[src/rtl/nco_wave_sequencer_if.sv]
// Bus bundle for the NCO waveform sequencer: table writes, run control,
// and the registered status/select outputs.
interface nco_wave_sequencer_if #(
  parameter int SELECT_WIDTH = 3,
  parameter int DEPTH        = 8,
  parameter int DUR_WIDTH    = 16
);
  localparam int AW = $clog2(DEPTH);

  logic                    wr_en;
  logic [AW-1:0]           wr_addr;
  logic [SELECT_WIDTH-1:0] wr_sel;
  logic [DUR_WIDTH-1:0]    wr_dur;
  logic [AW:0]             num_entries;
  logic                    loop_en;
  logic                    start;
  logic                    stop;
  logic [SELECT_WIDTH-1:0] signal_out;
  logic                    busy;
  logic                    done;
  logic [AW-1:0]           cur_idx;
  logic                    wr_err;
  logic                    start_err;

  // Controller side: programs the table and starts/stops the sequence.
  modport master (
    output wr_en, wr_addr, wr_sel, wr_dur, num_entries, loop_en, start, stop,
    input  signal_out, busy, done, cur_idx, wr_err, start_err
  );

  // Sequencer side.
  modport slave (
    input  wr_en, wr_addr, wr_sel, wr_dur, num_entries, loop_en, start, stop,
    output signal_out, busy, done, cur_idx, wr_err, start_err
  );
endinterface

[src/rtl/nco_wave_sequencer.sv]
// NCO waveform sequencer: steps signal_out through a table of
// (select, duration) entries, one-shot or looped, with IDLE_SEL when idle.
module nco_wave_sequencer #(
  parameter int SELECT_WIDTH = 3,
  parameter int DEPTH        = 8,
  parameter int DUR_WIDTH    = 16,
  parameter int IDLE_SEL     = 0
) (
  input  logic clk,
  input  logic reset,
  nco_wave_sequencer_if.slave bus
);
  localparam int AW = $clog2(DEPTH);
  localparam logic [AW:0]             DEPTH_W = (AW+1)'(DEPTH);
  localparam logic [SELECT_WIDTH-1:0] IDLE_W  = SELECT_WIDTH'(IDLE_SEL);

  typedef enum logic {IDLE, RUN} state_t;

  state_t state_reg, state_next;

  logic [SELECT_WIDTH-1:0] sel_mem [DEPTH];
  logic [DUR_WIDTH-1:0]    dur_mem [DEPTH];

  logic [SELECT_WIDTH-1:0] sig_reg, sig_next;
  logic                    busy_reg, busy_next;
  logic                    done_reg, done_next;
  logic [AW-1:0]           idx_reg, idx_next;
  logic                    wr_err_reg, wr_err_next;
  logic                    start_err_reg, start_err_next;
  logic [DUR_WIDTH-1:0]    cnt_reg, cnt_next;
  logic [AW:0]             n_reg, n_next;

  logic                    wr_accept;
  logic [DEPTH-1:0]        wr_hit;
  logic [SELECT_WIDTH-1:0] sel0_eff;
  logic [DUR_WIDTH-1:0]    dur0_eff;
  logic [AW-1:0]           idx_inc;
  logic [AW:0]             last_idx;
  logic                    is_last;

  // Writes are only taken while idle; a busy write becomes an error pulse.
  assign wr_accept = bus.wr_en && (state_reg == IDLE);

  genvar gi;
  generate
    for (gi = 0; gi < DEPTH; gi++) begin : g_hit
      assign wr_hit[gi] = wr_accept && (bus.wr_addr == AW'(gi));
    end
  endgenerate

  // A write to entry 0 in the same cycle as start must be seen by that start.
  assign sel0_eff = wr_hit[0] ? bus.wr_sel : sel_mem[0];
  assign dur0_eff = wr_hit[0] ? bus.wr_dur : dur_mem[0];
  assign idx_inc  = idx_reg + 1'b1;
  assign last_idx = n_reg - 1'b1;
  assign is_last  = ({1'b0, idx_reg} == last_idx);

  // Table storage; cleared by reset, written only when idle.
  always_ff @(posedge clk or posedge reset) begin
    if (reset) begin
      for (int i = 0; i < DEPTH; i++) begin
        sel_mem[i] <= '0;
        dur_mem[i] <= '0;
      end
    end else begin
      for (int i = 0; i < DEPTH; i++) begin
        if (wr_hit[i]) begin
          sel_mem[i] <= bus.wr_sel;
          dur_mem[i] <= bus.wr_dur;
        end
      end
    end
  end

  // FSM state and all registered outputs.
  always_ff @(posedge clk or posedge reset) begin
    if (reset) begin
      state_reg     <= IDLE;
      sig_reg       <= IDLE_W;
      busy_reg      <= 1'b0;
      done_reg      <= 1'b0;
      idx_reg       <= '0;
      wr_err_reg    <= 1'b0;
      start_err_reg <= 1'b0;
      cnt_reg       <= '0;
      n_reg         <= '0;
    end else begin
      state_reg     <= state_next;
      sig_reg       <= sig_next;
      busy_reg      <= busy_next;
      done_reg      <= done_next;
      idx_reg       <= idx_next;
      wr_err_reg    <= wr_err_next;
      start_err_reg <= start_err_next;
      cnt_reg       <= cnt_next;
      n_reg         <= n_next;
    end
  end

  // Next-state logic. An entry expires when its counter reaches 1 (or 0,
  // so a zero duration still holds for one cycle).
  always_comb begin
    state_next     = state_reg;
    sig_next       = sig_reg;
    busy_next      = busy_reg;
    done_next      = 1'b0;
    idx_next       = idx_reg;
    wr_err_next    = bus.wr_en && (state_reg == RUN);
    start_err_next = 1'b0;
    cnt_next       = cnt_reg;
    n_next         = n_reg;

    case (state_reg)
      IDLE: begin
        if (bus.start && !bus.stop) begin
          if (bus.num_entries == '0) begin
            start_err_next = 1'b1;
          end else begin
            state_next = RUN;
            sig_next   = sel0_eff;
            busy_next  = 1'b1;
            idx_next   = '0;
            cnt_next   = dur0_eff;
            n_next     = (bus.num_entries > DEPTH_W) ? DEPTH_W : bus.num_entries;
          end
        end
      end
      RUN: begin
        if (bus.stop) begin
          state_next = IDLE;
          sig_next   = IDLE_W;
          busy_next  = 1'b0;
          idx_next   = '0;
        end else if (cnt_reg <= DUR_WIDTH'(1)) begin
          if (!is_last) begin
            idx_next = idx_inc;
            sig_next = sel_mem[idx_inc];
            cnt_next = dur_mem[idx_inc];
          end else if (bus.loop_en) begin
            idx_next = '0;
            sig_next = sel_mem[0];
            cnt_next = dur_mem[0];
          end else begin
            state_next = IDLE;
            sig_next   = IDLE_W;
            busy_next  = 1'b0;
            done_next  = 1'b1;
            idx_next   = '0;
          end
        end else begin
          cnt_next = cnt_reg - 1'b1;
        end
      end
      default: begin
        state_next = IDLE;
        sig_next   = IDLE_W;
        busy_next  = 1'b0;
        idx_next   = '0;
      end
    endcase
  end

  assign bus.signal_out = sig_reg;
  assign bus.busy       = busy_reg;
  assign bus.done       = done_reg;
  assign bus.cur_idx    = idx_reg;
  assign bus.wr_err     = wr_err_reg;
  assign bus.start_err  = start_err_reg;
endmodule
[src/flat_wrapper.sv]
// flat-port wrapper written by rule: the top's interface ports become plain ports
module nco_wave_sequencer_flat 
#(
  parameter int SELECT_WIDTH = 3,
  parameter int DEPTH        = 8,
  parameter int DUR_WIDTH    = 16,
  parameter int IDLE_SEL     = 0
)
  (clk, reset, bus_wr_en, bus_wr_addr, bus_wr_sel, bus_wr_dur, bus_num_entries, bus_loop_en, bus_start, bus_stop, bus_signal_out, bus_busy, bus_done, bus_cur_idx, bus_wr_err, bus_start_err);
  nco_wave_sequencer_if #(.SELECT_WIDTH(SELECT_WIDTH), .DEPTH(DEPTH), .DUR_WIDTH(DUR_WIDTH)) bus_i ();
  input  logic clk;
  input  logic reset;
  input wire logic [$bits(bus_i.wr_en)-1:0] bus_wr_en;
  input wire logic [$bits(bus_i.wr_addr)-1:0] bus_wr_addr;
  input wire logic [$bits(bus_i.wr_sel)-1:0] bus_wr_sel;
  input wire logic [$bits(bus_i.wr_dur)-1:0] bus_wr_dur;
  input wire logic [$bits(bus_i.num_entries)-1:0] bus_num_entries;
  input wire logic [$bits(bus_i.loop_en)-1:0] bus_loop_en;
  input wire logic [$bits(bus_i.start)-1:0] bus_start;
  input wire logic [$bits(bus_i.stop)-1:0] bus_stop;
  output wire logic [$bits(bus_i.signal_out)-1:0] bus_signal_out;
  output wire logic [$bits(bus_i.busy)-1:0] bus_busy;
  output wire logic [$bits(bus_i.done)-1:0] bus_done;
  output wire logic [$bits(bus_i.cur_idx)-1:0] bus_cur_idx;
  output wire logic [$bits(bus_i.wr_err)-1:0] bus_wr_err;
  output wire logic [$bits(bus_i.start_err)-1:0] bus_start_err;
  assign bus_i.wr_en = bus_wr_en;
  assign bus_i.wr_addr = bus_wr_addr;
  assign bus_i.wr_sel = bus_wr_sel;
  assign bus_i.wr_dur = bus_wr_dur;
  assign bus_i.num_entries = bus_num_entries;
  assign bus_i.loop_en = bus_loop_en;
  assign bus_i.start = bus_start;
  assign bus_i.stop = bus_stop;
  assign bus_signal_out = bus_i.signal_out;
  assign bus_busy = bus_i.busy;
  assign bus_done = bus_i.done;
  assign bus_cur_idx = bus_i.cur_idx;
  assign bus_wr_err = bus_i.wr_err;
  assign bus_start_err = bus_i.start_err;
  nco_wave_sequencer #(.SELECT_WIDTH(SELECT_WIDTH), .DEPTH(DEPTH), .DUR_WIDTH(DUR_WIDTH), .IDLE_SEL(IDLE_SEL)) u_core (.clk(clk), .reset(reset), .bus(bus_i));
endmodule
[config.mk]
export PLATFORM = sky130hd
export DESIGN_NAME = nco_wave_sequencer_flat
export DESIGN_NICKNAME = d
export VERILOG_FILES = /design/src/rtl/nco_wave_sequencer_if.sv /design/src/rtl/nco_wave_sequencer.sv /design/src/flat_wrapper.sv
export SDC_FILE = /design/constraint.sdc
export NUM_CORES = 1
export LEC_CHECK = 0
export BUFFER_PORTS_ARGS = -buffer_cell sky130_fd_sc_hd__clkbuf_2
export CAP_MARGIN = 30
export CORE_MARGIN = 1.5
export CORE_UTILIZATION = 45
export DETAILED_ROUTE_END_ITERATION = 12
export GPL_ROUTABILITY_DRIVEN = 0
export SETUP_SLACK_MARGIN = 0.15
export SLEW_MARGIN = 20
export SYNTH_ARGS = -nofsm -noshare
export SYNTH_HDL_FRONTEND = slang
export SYNTH_SLANG_ARGS = --single-unit
[constraint.sdc]
create_clock -name clk -period 5.07 [get_ports clk]
set_input_delay 0.2535 -clock clk [delete_from_list [all_inputs] [get_ports clk]]
set_output_delay 0.2535 -clock clk [all_outputs]
set_load 0.005 [all_outputs]
==> summary.md, run 1 <==
| Metric | Value |
|---|---|
| Mapped Nets | 698 |
| Top Metal Used | met4 |
| Hold buffer count at cts | 1 |
| Stages on the worst setup path | 9 |
| CP arrival | 3.52 ns |
| Via density | 5.82 |
| Most used cell, CP | buf_4 |
| Total wire length | 21400 µm |
| PostCTS Resize Cnt | 0 |
| # H-tree levels | 4 |
| Initial DRC count | 340 |
| Fin Clk Skew | 0.00989 ns |
| Critical Path RT | 5.37 ns |
| Die Width | 144 µm |
| CTS Buf Count | 17 |
| Critical Path Start Type | flip-flop |
| Worst-path maximum fanout | 25 |
| Tmin final | 3.21 ns |
| Core area | 19500 µm² |
| FP Rows | 51 |
| Status | completed |
| Synthesis-stage register bit count | 183 |
| Chip height | 144 µm |
| Critical path capture point type | flip-flop |
| R2R Path Start | u_core.bus.cur_idx[0]$_DFFE_PP0P_ |
| RR Endpoint | u_core.cnt_reg[10]$_DFFE_PP0P_ |
| Register-to-register path setup slack | 1.86 ns |
| Nets@finish | 740 |
| First-pass GRT wire length | 34700 µm |
| Vias in the first global route | 6256 |
| Root buffer cell | clkbuf_16 |
| Slowest cell on the critical path | dfrtp_2 |
| Kind of critical path | reg -> reg |
| Critical-path cell list | buf_4, xor2_1, o211ai_2, buf_4, o41ai_4, buf_4, inv_2, o21ai_0, o21ai_1 |
| Initial Utilization | 45.9% |
| Yosys warning count | 0 |
| Final critical-path share of the clock period | 63.4% |
| Wl on met1 | 10000 µm |
| Pwr per Cell Area | 468 nW/µm² |
| Syn Inst Count | 662 |
| Achievable frequency | 311 MHz |
| Distinct cells, synth | 58 |
| Fraction of registers with async set/reset | 100% |
| Final Hold Fails | 0 |
| CTS tree | yes |
| Die area | 20700 µm² |
| Worst slew pin tran | 0.930 ns |
| WL met3 | 782 µm |
| GR Overflow Total | 0 |
| Unrepaired setup endpoints after global routing | false |
| Port bufs | 41 |
| # IOs | 42 |
| Total of max-cap violations | 0 |
| Pins Over Slew Limit | 0 |
| Setup repair bufs after CTS | 0 |
| CP top delay family | buffers and inverters |
| Syn-to-layout area delta | 13.3% |
| Metal2 WL | 10100 µm |
| CP startpoint | u_core.bus.cur_idx[0]$_DFFE_PP0P_ |
| Peak supply drop | 198 µV |
| Clock-pin slew on the worst setup and hold paths | 0.07 ns |
| CP peak stage delay | 0.80 ns |
| Min-Delay Path Class | in -> reg |
| Layout cell share with drive strength beyond 1 | 42.4% |
| Leak | 4.24 nW |
| Reg2reg path depth | 9 |
| Final ANT Viol Nets | 0 |
| Dpl ws | 1.84 ns |
| Worst Slack Setup Final | 1.86 ns |
| Pre-antenna DRT Iters | 4 |
| Gr usage total | 22.5% |
| Wire per inst | 21.8 µm |
| Final HPWL DP | 13700 µm |
| Synthesized area | 8940 µm² |
| Via count | 5715 |
| Relative slew margins | 38.0% |
| Top FF cell, synth | dfrtp_1 |
| Max reg flops | 128 |
| Post-synth EDFFs | 0 |
| CTS Sinks | 183 |
| Endpoints failing setup | 0 |
| Fin Setup TNS | 0 ns |
| Seq/Total Area, Yosys | 51.2% |
| Initial antenna violation count | 0 |
| Clk buf depth | 2 |
| Antenna cells | 0 |
| CP endpoint | u_core.cnt_reg[10]$_DFFE_PP0P_ |
| DRC viols | 0 |
| Clock Latency Late Sink | 0.44 ns |
| Largest net degree at the start of global routing | 106 |
| Avg Cell Area, Syn | 13.5 µm² |
| Critical path buffers and inverters | 4 |
worst min-delay path by stage:
stage	start	to	slack, ns	cells past startpoint
2_1_floorplan	bus_stop	u_core.bus.start_err$_DFF_PP0_	0.32	1
3_3_place_gp	reset	u_core.dur_mem[71]$_DFFE_PP0P_	0.46	2
3_5_place_dp	bus_stop	u_core.bus.start_err$_DFF_PP0_	0.46	2
4_1_cts	reset	u_core.dur_mem[9]$_DFFE_PP0P_	0.01	2
5_1_grt	bus_num_entries[3]	u_core.n_reg[3]$_DFFE_PP0P_	0.08	3
6_report	bus_num_entries[3]	u_core.n_reg[3]$_DFFE_PP0P_	0.08	3
layout by cell type (no fill, tap or decap), types with 5 or more instances in the layout:
master       n
inv_6        5
nand2_1     40
inv_1        9
clkbuf_16   17
a31oi_1      5
dfrtp_1    182
a21oi_1     13
mux4_2      38
nor3_1       9
nor2_1      17
mux2_2     157
a22oi_1      6
buf_4       16
nand3_1     11
o31ai_1      6
xor2_1       7
a2bb2oi_1    6
o21ai_0     21
clkbuf_2    41
mux2i_1     10
nand4_1      7
o21ai_1     11
where the power goes:
group	switching (mW)	leakage, nW	internal, mW
Clock	0.581	0.315	0.859
Sequential	0.297	2.24	1.87
Combinational	0.506	1.68	0.625
cells in the mapped netlist, types with 5 or more instances:
cell type	count	area (µm²)
a22oi_1	6	45.0
mux4_2	38	856
o21ai_0	21	105
mux2i_1	10	100
nor3_1	9	45.0
clkbuf_1	12	45.0
buf_4	6	45.0
nand4_1	7	43.8
o31ai_1	6	45.0
nand3_1	11	55.1
mux2_2	157	1770
nor2_1	18	67.6
a21oi_1	13	65.1
inv_1	10	37.5
a31oi_1	5	31.3
nand2_1	40	150
o21ai_1	11	55.1
a2bb2oi_1	6	52.6
buf_2	15	75.1
xor2_1	8	70.1
dfrtp_1	183	4580
metrics by stage:
stage	hold slack (ns)	instances	total power, mW	utilization (%)	cell area (µm²)
after floorplan	0.325	662	2.99	-	8950
after global placement	0.459	946	3.24	48.5	9440
after detailed placement	0.455	947	3.31	48.6	9450
after CTS	0.0137	980	4.77	51.9	10100
after global routing	0.0771	982	5.00	52.1	10100
final	0.0776	982	4.74	52.1	10100
per-layer routing:
metal  GRT usage [%]  up-vias
met5               0        -
met4            8.49        0
met3            4.20       27
met2            35.8      113
met1            30.5     3017
li1                -     2558
final cells by class:
type                            instances  area, µm²
Tap cell                              265        332
Clock buffer                           19        453
Multi-Input combinational cell        429       4130
Inverter                               11       45.0
Clock inverter                         13        190
Timing Repair Buffer                   62        400
Sequential cell                       183       4580
Fill cell                            1664       9330
logic make-up after synthesis:
group	after synthesis	share of synthesized area [%]
AOI/OAI and AO/OA	90	6.81
xor gates and xnor gates	12	1.18
adders and majority gates	4	0.560
buffers and inverters	50	2.81
DFF	183	51.2
muxes	205	30.5
and+or+nand+nor	118	6.97
worst reg2reg max path, cell delays in order, from the launching register on:
cell	delay [ns]
dfrtp_2	0.80
buf_4	0.53
xor2_1	0.29
o211ai_2	0.12
buf_4	0.26
o41ai_4	0.34
buf_4	0.32
inv_2	0.18
o21ai_0	0.14
o21ai_1	0.10
Power figures use the tool's default switching activity.
==> inputs of run 2 (changes only) <==
ABC_AREA = 1   (was not set)
clock period = 2.8 ns   (was 5.07 ns; I/O delays follow)
==> run 2 against run 1 <==
  * Non-clock buffer count increased by 25
  * Final cell count increased by 63%
  * Critical endpoint is now u_core.cnt_reg[0]$_DFFE_PP0P_
  * Sequential power increased by 98%
  * Synthesized cell count increased by 93%
  * Highest routed layer unchanged
  * Register-to-register slack got worse by 1.3 ns
  * Clock power increased by 67%
==> summary.md, run 2 <==
| Metric | Value |
|---|---|
| Syn-to-layout area delta | 13.1% (was 13.3%) |
| Most used cell, CP | nand2_1 (was buf_4) |
| Critical Path RT | 3.12 ns (was 5.37 ns) |
| Die Width | 148 µm (was 144 µm) |
| Gr usage total | 24.1% (was 22.5%) |
| P_int | 6.56 mW (was 3.35 mW) |
| Avg Cell Area, Syn | 7.37 µm² (was 13.5 µm²) |
| Most common library cells after synthesis | nand2_1, dfrtp_1, o21ai_0 (was dfrtp_1, mux2_2, nand2_1) |
| Endpoints failing setup | 0 (unchanged) |
| Initial DRC count | 692 (was 340) |
| Sequential power share | 38.2% (was 45.8%) |
| CTS tree | yes (unchanged) |
| Root buffer cell | clkbuf_16 (unchanged) |
| GR Overflow Total | 0 (unchanged) |
| Setup repair bufs after CTS | 0 (unchanged) |
| Top FF cell, synth | dfrtp_1 (unchanged) |
| Fin Setup TNS | 0 ns (unchanged) |
| Layout cell share with drive strength beyond 1 | 9.13% (was 42.4%) |
| Status | completed (unchanged) |
| Max reg flops | 128 (unchanged) |
| Top-count cell post-synth | nand2_1 (was dfrtp_1) |
| Sw power | 4.66 mW (was 1.38 mW) |
| Final critical-path share of the clock period | 80.7% (was 63.4%) |
| Clk buf depth | 2 (unchanged) |
| CP peak stage delay | 0.40 ns (was 0.80 ns) |
| Nets@finish | 1349 (was 740) |
| Clock power share | 21.5% (was 30.4%) |
| Critical Path Start Type | flip-flop (unchanged) |
| Area contributors post-synth | dfrtp_1, nand2_1, o21ai_0 (was dfrtp_1, mux2_2, mux4_2) |
| CP arrival | 2.58 ns (was 3.52 ns) |
| # IOs | 42 (unchanged) |
| Critical path capture point type | flip-flop (unchanged) |
| Core area | 20400 µm² (was 19500 µm²) |
| DRC viols | 0 (unchanged) |
| Total of fill cells in the finished design | 2099 (was 1664) |
| CP top delay family | simple AND/OR/NAND/NOR gates (was buffers and inverters) |
| Seq/Total Area, Yosys | 48.5% (was 51.2%) |
| Unrepaired setup endpoints after global routing | false (unchanged) |
| Hold_ws | 0.0193 ns (was 0.0776 ns) |
| Worst slew pin tran | 0.837 ns (was 0.930 ns) |
| Syn Inst Count | 1280 (was 662) |
| Total wire length | 24600 µm (was 21400 µm) |
| FP Rows | 52 (was 51) |
| Min-Delay Path Class | in -> reg (unchanged) |
| Worst-path maximum fanout | 17 (was 25) |
| Most frequent cells in the layout | nand2_1, o21ai_0, dfrtp_1 (was dfrtp_1, mux2_2, clkbuf_2) |
| Synth area leader | dfrtp_1 (unchanged) |
| Distinct cells, synth | 35 (was 58) |
| CTS Buf Count | 17 (unchanged) |
| Clock Latency Late Sink | 0.44 ns (about the same) |
| Leak | 5.33 nW (was 4.24 nW) |
| Tmin final | 2.26 ns (was 3.21 ns) |
| Vias in the first global route | 8137 (was 6256) |
| Switching part of the total | 41.5% (was 29.2%) |
| Yosys top cell area share | 48.5% (was 51.2%) |
| Post-synth EDFFs | 0 (unchanged) |
| Via count | 8274 (was 5715) |
| Critical-path cell list | inv_1, ha_1, inv_1, nand2_1, nand3_1, nor2_2, nand2_4, a21oi_4, buf_4, a21oi_1, nand2_1, nand2_1 (was buf_4, xor2_1, o211ai_2, buf_4, o41ai_4, buf_4, inv_2, o21ai_0, o21ai_1) |
| Critical path buffers and inverters | 3 (was 4) |
| Kind of critical path | reg -> reg (unchanged) |
| Commonest non-fill, non-tap cell in the layout | nand2_1 (was dfrtp_1) |
| Relative slew margins | 44.2% (was 38.0%) |
| Yosys warning count | 0 (unchanged) |
| Synthesis-stage register bit count | 183 (unchanged) |
| Achievable frequency | 443 MHz (was 311 MHz) |
| Fraction of registers with async set/reset | 100% (unchanged) |
| Initial antenna violation count | 0 (unchanged) |
| Clock-pin slew on the worst setup and hold paths | 0.07 ns (about the same) |
| Pins Over Slew Limit | 0 (unchanged) |
| Slowest cell on the critical path | a21oi_4 (was dfrtp_2) |
| Mapped Nets | 1316 (was 698) |
| Largest net degree at the start of global routing | 120 (was 106) |
| Synthesized area | 9440 µm² (was 8940 µm²) |
| Combinational Power Share | 40.3% (was 23.9%) |
| Port bufs | 41 (unchanged) |
| Final HPWL DP | 16100 µm (was 13700 µm) |
| Pwr per Cell Area | 1050 nW/µm² (was 468 nW/µm²) |
| Pre-antenna DRT Iters | 5 (was 4) |
| # H-tree levels | 4 (unchanged) |
| Chip height | 148 µm (was 144 µm) |
| Initial Utilization | 46.2% (was 45.9%) |
| Wire per inst | 15.4 µm (was 21.8 µm) |
| Total of max-cap violations | 0 (unchanged) |
| Final ANT Viol Nets | 0 (unchanged) |
| Fin Clk Skew | 0.0118 ns (was 0.00989 ns) |
| Via density | 5.18 (was 5.82) |
| First-pass GRT wire length | 41500 µm (was 34700 µm) |
| CTS Sinks | 183 (unchanged) |
| Die area | 21900 µm² (was 20700 µm²) |
| Antenna cells | 0 (unchanged) |
| Peak supply drop | 659 µV (was 198 µV) |
| Final Hold Fails | 0 (unchanged) |
run 2: final cells by class:
type	count	area [µm²]	area share (%)
Clock inverter	15	158	1.48
Inverter	140	531	4.97
Clock buffer	17	425	3.98
Sequential cell	183	4580	42.9
Multi-Input combinational cell	884	4020	37.6
Tap cell	270	338	3.16
Timing Repair Buffer	87	631	5.91
run 2: timing repair:
item / CTS / global route
hold buffers: 22 / 0
resized for setup: 0 / 0
hold endpoints to repair: 153 / 0
run 2: stage by stage:
| stage | total power [mW] | setup WS, ns | util [%] | std cells | area, µm² |
|---|---|---|---|---|---|
| 2_1_floorplan | 7.59 | 0.309 | - | 1280 | 9440 |
| 3_3_place_gp | 8.74 | 0.544 | 48.3 | 1542 | 9880 |
| 3_5_place_dp | 8.84 | 0.523 | 48.3 | 1542 | 9880 |
| 4_1_cts | 11.3 | 0.516 | 52.3 | 1596 | 10700 |
| 5_1_grt | 12.2 | 0.306 | 52.3 | 1596 | 10700 |
| 6_report | 11.2 | 0.542 | 52.3 | 1596 | 10700 |
run 2: path summary, 6_finish.rpt:
path / start / to / slack [ns] / cells past startpoint
worst max-delay path: u_core.cnt_reg[1]$_DFFE_PP0P_ / u_core.cnt_reg[0]$_DFFE_PP0P_ / 0.54 / 12
worst min-delay path: bus_wr_sel[0] / u_core.sel_mem[3]$_DFFE_PP0P_ / 0.02 / 3
worst max register to register: u_core.cnt_reg[1]$_DFFE_PP0P_ / u_core.cnt_reg[0]$_DFFE_PP0P_ / 0.54 / 12
worst min register to register: u_core.dur_mem[105]$_DFFE_PP0P_ / u_core.dur_mem[105]$_DFFE_PP0P_ / 0.48 / 2
max in group asynchronous: reset / u_core.bus.cur_idx[0]$_DFFE_PP0P_ / 1.65 / 4
min in group asynchronous: reset / u_core.sel_mem[8]$_DFFE_PP0P_ / 0.41 / 4
run 2: power groups by stage:
stage / logic, mW / clock network (mW) / registers (mW)
after floorplan: 3.42 / 0 / 4.17
after global placement: 4.46 / 0 / 4.29
after detailed placement: 4.52 / 0 / 4.32
after CTS: 4.57 / 2.45 / 4.28
after global routing: 5.25 / 2.55 / 4.41
final: 4.52 / 2.41 / 4.29
run 2: layer usage:
| layer | part of all wire, % | up-vias | global-route usage [%] | wire length [µm] |
|---|---|---|---|---|
| li1 | - | 4156 | - | - |
| met1 | 45 | 3950 | 31.3 | 11000 |
| met2 | 50 | 146 | 42.0 | 12300 |
| met3 | 3.9 | 22 | 3.70 | 949 |
| met4 | 1.2 | 0 | 6.24 | 298 |
| met5 | 0 | - | 0 | 0 |
run 2: logic make-up (layout without fill, tap and decap cells):
| group | after synthesis | after routing | synth area share (%) |
|---|---|---|---|
| flops | 183 | 183 | 48.5 |
| simple gates | 609 | 609 | 26.5 |
| xor+xnor | 5 | 5 | 0.464 |
| compound gates | 266 | 266 | 15.0 |
| buf+inv | 213 | 259 | 9.01 |
| fa+ha+maj | 4 | 4 | 0.530 |
run 2: tightest hold or removal path, stage by stage:
cell and delay, ns:
clkbuf_2 0.14, nand2_1 0.06, o21ai_0 0.06
